[src/rtl/pe_pkg.sv]
// Shared constants and helpers for the weight-stationary processing element.
// Default fixed-point format and the signed clamp limits used when PE_SAT_EN is defined.
package pe_pkg;

    localparam int PE_DATA_WIDTH = 16;
    localparam int PE_FRAC_BITS  = 8;

    function automatic longint sat_max(input int width);
        return (longint'(1) <<< (width - 1)) - longint'(1);
    endfunction

    function automatic longint sat_min(input int width);
        return -(longint'(1) <<< (width - 1));
    endfunction

endpackage

[src/rtl/fxp_mac.sv]
// Combinational signed fixed-point multiply-accumulate: (a*b >>> FRAC_BITS) + c.
// Reduction to DATA_WIDTH bits clamps when PE_SAT_EN is defined, otherwise wraps.
module fxp_mac
    import pe_pkg::*;
#(
    parameter int DATA_WIDTH = PE_DATA_WIDTH,
    parameter int FRAC_BITS  = PE_FRAC_BITS
) (
    input  logic signed [DATA_WIDTH-1:0] a,
    input  logic signed [DATA_WIDTH-1:0] b,
    input  logic signed [DATA_WIDTH-1:0] c,
    output logic        [DATA_WIDTH-1:0] result,
    output logic                         overflow
);

    localparam int PW = 2 * DATA_WIDTH;

    logic signed [PW-1:0] prod;
    logic signed [PW-1:0] shifted;
    logic signed [PW:0]   sum;
    logic [PW-DATA_WIDTH+1:0] top_bits;

    assign prod    = a * b;
    assign shifted = prod >>> FRAC_BITS;
    // One extra bit of headroom so the add itself can never overflow.
    assign sum     = {shifted[PW-1], shifted} + {{(PW-DATA_WIDTH+1){c[DATA_WIDTH-1]}}, c};

    // The result fits iff every bit above the target sign bit matches it.
    assign top_bits = sum[PW:DATA_WIDTH-1];
    assign overflow = !((&top_bits) || !(|top_bits));

`ifdef PE_SAT_EN
    localparam logic [DATA_WIDTH-1:0] SAT_MAX = DATA_WIDTH'(sat_max(DATA_WIDTH));
    localparam logic [DATA_WIDTH-1:0] SAT_MIN = DATA_WIDTH'(sat_min(DATA_WIDTH));

    always_comb begin
        result = sum[DATA_WIDTH-1:0];
        if (overflow) begin
            result = sum[PW] ? SAT_MIN : SAT_MAX;
        end
    end
`else
    assign result = sum[DATA_WIDTH-1:0];
`endif

endmodule

[src/rtl/pe_dbuf.sv]
// Weight-stationary systolic PE with a double-buffered weight and sticky overflow flag.
// Build option PE_SAT_EN selects saturating result reduction (default: wrap).
module pe_dbuf
    import pe_pkg::*;
#(
    parameter int DATA_WIDTH = PE_DATA_WIDTH,
    parameter int FRAC_BITS  = PE_FRAC_BITS
) (
    input  logic                  clk,
    input  logic                  rst_n,
    input  logic                  valid_in,
    input  logic [DATA_WIDTH-1:0] input_in,
    input  logic [DATA_WIDTH-1:0] psum_in,
    input  logic [DATA_WIDTH-1:0] weight_in,
    input  logic                  weight_shift,
    input  logic                  switch_in,
    input  logic                  ovf_clr,
    output logic                  valid_out,
    output logic [DATA_WIDTH-1:0] input_out,
    output logic [DATA_WIDTH-1:0] psum_out,
    output logic [DATA_WIDTH-1:0] weight_out,
    output logic                  switch_out,
    output logic                  ovf_sticky
);

    logic [DATA_WIDTH-1:0] shadow_w;
    logic [DATA_WIDTH-1:0] active_w;
    logic [DATA_WIDTH-1:0] mac_result;
    logic                  mac_ovf;

    fxp_mac #(
        .DATA_WIDTH (DATA_WIDTH),
        .FRAC_BITS  (FRAC_BITS)
    ) u_mac (
        .a        (input_in),
        .b        (active_w),
        .c        (psum_in),
        .result   (mac_result),
        .overflow (mac_ovf)
    );

    // Switch copies the pre-edge shadow, so a same-cycle shift never leaks through.
    always_ff @(posedge clk or negedge rst_n) begin
        if (!rst_n) begin
            shadow_w <= '0;
            active_w <= '0;
        end else begin
            if (weight_shift) shadow_w <= weight_in;
            if (switch_in)    active_w <= shadow_w;
        end
    end

    always_ff @(posedge clk or negedge rst_n) begin
        if (!rst_n) begin
            valid_out  <= 1'b0;
            input_out  <= '0;
            psum_out   <= '0;
            switch_out <= 1'b0;
        end else begin
            valid_out  <= valid_in;
            switch_out <= switch_in;
            if (valid_in) begin
                input_out <= input_in;
                psum_out  <= mac_result;
            end
        end
    end

    // Set has priority over clear.
    always_ff @(posedge clk or negedge rst_n) begin
        if (!rst_n) begin
            ovf_sticky <= 1'b0;
        end else if (valid_in && mac_ovf) begin
            ovf_sticky <= 1'b1;
        end else if (ovf_clr) begin
            ovf_sticky <= 1'b0;
        end
    end

    assign weight_out = shadow_w;

endmodule

[config.mk]
export PLATFORM = sky130hd
export DESIGN_NAME = pe_dbuf
export DESIGN_NICKNAME = d
export VERILOG_FILES = /design/src/rtl/pe_pkg.sv /design/src/rtl/fxp_mac.sv /design/src/rtl/pe_dbuf.sv
export SDC_FILE = /design/constraint.sdc
export NUM_CORES = 1
export LEC_CHECK = 0
export BUFFER_PORTS_ARGS = -buffer_cell sky130_fd_sc_hd__buf_2
export CAP_MARGIN = 10
export CORE_MARGIN = 2
export CORE_UTILIZATION = 61
export CTS_BUF_LIST = sky130_fd_sc_hd__clkbuf_4
export CTS_CLUSTER_DIAMETER = 50
export DETAILED_ROUTE_END_ITERATION = 10
export HOLD_SLACK_MARGIN = 0.03
export PLACE_DENSITY = 0.87
export SYNTH_ARGS = -nofsm -noshare
export SYNTH_HDL_FRONTEND = slang
export SYNTH_SLANG_ARGS = --single-unit
export TNS_END_PERCENT = 20
[constraint.sdc]
create_clock -name clk -period 12.8 [get_ports clk]
set_clock_uncertainty 0.05 [all_clocks]
set_input_delay 2.56 -clock clk [delete_from_list [all_inputs] [get_ports clk]]
set_output_delay 2.56 -clock clk [all_outputs]
set_load 0.005 [all_outputs]
[After elaboration in Yosys (flattened, before gate mapping)]
Cells that the tools add are included.
Operators by class
  $add $sub $neg: 1
  equality and inequality tests: 0
  shifts and indexed selects: 0
  multiply operators: 1
  bitwise gates (word level): 0
  reductions and logical operators: 7
  mux-type cells: 2
  order comparisons: 0
  divide/modulo/power cells: 0
Operators with widths (number)
  $mul A16 B16 Y32: 1
  $add A24 B16 Y25: 1
  $reduce_and A18 Y1: 1
  $reduce_or A18 Y1: 1
  $logic_not A1 Y1: 2
  $mux W1: 2
  $reduce_bool A2 Y1: 1
  $logic_and A1 B1 Y1: 1
  $logic_or A1 B1 Y1: 1
Storage, ports and cells
  bits in registers: 67
  input port bits: 54
  word-level logic and storage cells: 18
  RAM bits: 0
  output and inout bits: 51
  bits in latches: 0
  memories kept: 0
  bits in read-only memories: 0

[Depth between registers and ports, before layout]
  depth in word-level cells: 8
  gate-level depth with buffers: 34

[By module]
A second synthesis with hierarchy kept.
Unflattened totals
  cells, all modules: 1369
  area, all modules: 13509.2 µm²
Modules (own cells, without submodules)
  fxp_mac: cells an instance 1227, instances 1, sequential area each 0.0 µm², area an instance 10791.6 µm²
  pe_dbuf: cells an instance 142, instances 1, sequential area each 1676.6 µm², area an instance 2717.6 µm²

[Least setup slack after synthesis]
Ideal clock, no wire load.
  path kind: in2reg
  start: input input_in[15]
  end: register ovf_sticky
  setup slack: 3.238 ns
  arrival: 9.379 ns
  stages: 32
  path through: clkbuf_1 nand2_1 fa_1 inv_1 fa_1 fa_1 fa_1 fa_1 inv_1 fa_1 inv_1 ha_1 a21oi_1 nor2b_1 o21ai_0 o211a_1 a21oi_1 nor3_1 nand2b_1 nor2b_1 xnor2_1 ha_1 buf_6 a21oi_1 o21ai_0 nor2_1 o21a_2 o22ai_1 nor4b_1 o2111ai_1 o41ai_2 a31oi_1
On the way
  longest elaborated chain between the ends: 8
  elaborated cells on any way between the ends: 10
  classes of those cells: 1 x add/sub; 1 x mul; 1 x mux; 7 x reduce/logical
RTL lines
  start, declared: line pe_dbuf.sv:12  | input logic [DATA_WIDTH-1:0] input_in,
  $mul A16 B16 Y32 (*): line fxp_mac.sv:23  | assign prod = a * b;
  $add A24 B16 Y25 (*): line fxp_mac.sv:26  | assign sum = {shifted[PW-1], shifted} + {{(PW-DATA_WIDTH+1){c[DATA_WIDTH-1]}}, c};
  $reduce_or A18 Y1: line fxp_mac.sv:30  | assign overflow = !((&top_bits) || !(|top_bits));
  $logic_not A1 Y1: line fxp_mac.sv:30
  $logic_or A1 B1 Y1 (*): line fxp_mac.sv:30
  $logic_not A1 Y1 (*): line fxp_mac.sv:30
  $logic_and A1 B1 Y1 (*): line pe_dbuf.sv:73  | end else if (valid_in && mac_ovf) begin
  $mux W1 / $reduce_bool A2 Y1 (equally long branches)
  end signal, assigned: line pe_dbuf.sv:72  | ovf_sticky <= 1'b0;
  end signal, assigned: line pe_dbuf.sv:74  | ovf_sticky <= 1'b1;
  end signal, assigned: line pe_dbuf.sv:76  | ovf_sticky <= 1'b0;
  end, declared: line pe_dbuf.sv:23  | output logic ovf_sticky
Every way passes the cells marked *; elsewhere a longest branch is shown, timed or not.
A chain may end at the register's enable or synchronous reset.

[Final worst setup path]
Same ends and word-level chain as after synthesis.

==> run summary <==
The flow ran to the end, and the final reports show no timing, DRC or antenna violations. TritonCTS built the clock tree. Timing would allow up to 99.9 MHz.

For the total CTS buffers, the log shows 9. The layout has 1623 filler cells. The tools report the maximum root-to-sink buffer count as 2. The layer flagged by global routing as most heavily used is met2. Global routing consumed, on the met2 layer, 50.0% of the routing resources.

The share of flip-flops with an asynchronous set or reset after synthesis works out to 100%. Among all stages on the critical path, the largest delay is contributed by fa_1. For this design, the sink count on the clock tree is 67. Routability-driven placement finished with a final weighted congestion of 0.892. The pre-antenna-repair detailed-routing pass consisted of 5 iterations. Counting stages on the worst path, the most repeated cell is fa_1.

The number of design rule violations left after detail routing came out at 0. fa_1 takes more of the synthesized area than any other cell. In this run, post-CTS hold repair placed 0 buffers. The tools report the sequential fraction of the synthesis area as 12.6%.

The worst-margin pin slew is 0.867 ns, and the final worst-path cycle share is 78.2%. After technology mapping, the gate count stands at 1391. The later pin in the worst-skew pair is clocked with a latency of 0.42 ns. The count of nets left with antenna violations once routing finished came out at 0. The startpoint type of the worst setup path was an input pin. Maximum net fanout on the critical path: 17.

Number of resized instances in the post-cts repair step: 0. The die is 152 um tall. Clock-pin slew was measured on the worst setup and hold paths at 0.12 ns. The average vias per placed instance came out at 5.70.

The tools report the total grt overflow as 0. 105 I/O pins were placed. The run gives 0 as the number of antenna repair diodes. The run gives 10.27 ns as the data arrival time of the critical path.

Entering global routing, the biggest net connects 42 pins. Each instance of the synthesized netlist takes up on average 9.60 sq um. For the multi-input gate area in the final layout, the log shows 10300 sq um.

The count of warnings emitted by yosys was 0; the minimum period implied by the final worst setup slack was 10.01 ns. In the synthesized netlist, the cells that appear most often are 323 x inv_1, 262 x fa_1, 141 x nand2_1. The post-synthesis instance area is 13400 sq um. In this run, synthesis produced a sequential element count of 67.

In this run, synthesis inferred 0 flip-flops with an integrated enable. The number of violations reported at the end of detailed-routing iteration 0 was 543; the wire length of the first global-routing pass was 53000 um. After floorplanning, the core was sized to cover 21700 sq um.

The run gives 25300 um as the placed wire-length estimate after detailed placement. The number of global-route vias before repair is 11000. Type of the most critical hold path: reg2reg. The kind of critical path is in2reg.

Number of nets in the finished design: 1883. The number of endpoints failing setup at the final stage was 0; the final routed wirelength across all metal layers was 31300 um. Setup repair after global routing left no endpoint under its margin.

For this run, the leading register cell type out of synthesis is dfrtp_1. The floorplan die width came out at 152 um. Global routing consumed, over all layers together, 28.3% of the routing resources. The number of distinct library cells after synthesis is 58.

Counting every net in the synthesized netlist gives 1810. The maximum cell stage delay along the critical path works out to 0.53 ns. Of the cells placed in the final design, the portion with a size suffix greater than 1 is 13.2%.

Post-CTS timing repair inserted 0 buffers for setup. The logs give 54 for the number of placement rows and 0 for the initial antenna violation count. Sorting the synthesized cells by area gives the leading types as fa_1 39%, dfrtp_1 13%, ha_1 9.7%. The max-capacitance violation count was 0; the final standard cell utilization of the core was 65.6%. CTS placed an instance of clkbuf_4 at the clock tree root.

The logs give 3.22% for the met3 track demand over resource in global routing and 0 for the count of final max-slew check failures. Via count of the routed design: 9965. The tools report the endpoint class of the critical path as a flip-flop. The share of the synthesized area in the top cell type is 39.3%. The endpoint required time on the critical path was 13.06 ns. The tools report the H-tree depth reported by CTS as 3. Yosys instantiated no cell more often than inv_1. For met1 alone, demand over resource in global routing was 36.2%. The floorplan step defined a die boundary enclosing 23100 sq um. The worst pin sits at a relative slew slack of 42.2%. The register area came out at 1680 sq um. The layout overhead on the synthesized area was 6.52%; the count of input and output buffers was 104.

The average wire per cell in the routed design works out to 17.9 um. The initial utilization of the core area, before any placement, comes to 61.6%. The run gives 0 ns as the aggregate negative setup slack. For the final number of hold-violating endpoints, the log shows 0.
state kept, by name (all words and copies together), names as in the netlist:
register and cells:
input_out 16, psum_out 16, valid_out 1, switch_out 1, active_w 16, ovf_sticky 1
weight_out 16
worst max-delay path, delay by kind of cell:
kind / cells / cell delay [ns]
adder cells (fa/ha/maj): 8 / 3.68
AND/OR/NAND/NOR: 9 / 1.66
AO/OA/AOI/OAI: 8 / 1.47
buffers and inverters: 5 / 0.74
XOR/XNOR: 1 / 0.14
layout by cell type, fill, tap and decap left out, types with 11 or more instances in the layout:
cell type,count
nand2_1,141
mux2_2,59
ha_1,103
inv_1,323
o21ai_0,21
nand2b_1,11
fa_1,262
and2_1,122
buf_2,104
a21oi_1,40
nor2_1,43
xnor2_1,38
dfrtp_1,67
metal layers:
layer  part of all wire, %  vias up  wire, um
li1                      -     4377         -
met1                    38     5120     12000
met2                    53      380     16500
met3                   5.6       88      1750
met4                   3.4        0      1050
met5                     0        -         0
through the flow:
stage	hold WS (ns)	instances	setup WS [ns]	instance area, sq um
global route	0.488	1749	2.29	14200
floorplan	0.444	1391	3.24	13400
finish	0.463	1749	2.79	14200
CTS	0.467	1749	2.85	14200
detailed placement	0.440	1733	2.43	14100
global placement	0.434	1733	2.62	14100
worst paths after layout:
path | from | end | slack, ns | cells after the start
max in group asynchronous | rst_n | input_out[10] | 9.67 | 2
worst max register to register | active_w[2] | ovf_sticky | 4.38 | 30
min in group asynchronous | rst_n | valid_out | 2.08 | 1
worst min register to register | psum_out[12] | psum_out[12] | 0.46 | 1
worst min-delay path | psum_out[12] | psum_out[12] | 0.46 | 1
worst max-delay path | input_in[15] | ovf_sticky | 2.79 | 31
layout make-up:
class / count / area share (%)
multi-input cells: 958 / 72.4
flip-flops and latches: 67 / 11.8
inverters: 323 / 8.52
repair buffers: 105 / 3.71
well taps: 280 / 2.46
clock inverters: 6 / 0.625
clock buffers: 10 / 0.528
kinds of logic after synthesis:
logic type,share of synthesized area [%]
simple gates,13.3
xor+xnor,3.02
buf+inv,10.4
compound gates,6.59
mux,5.28
fa+ha+maj,48.9
flops,12.6
Power is not shown: default switching activity piles up to over one toggle a cycle in this logic, so the estimate is an artifact.
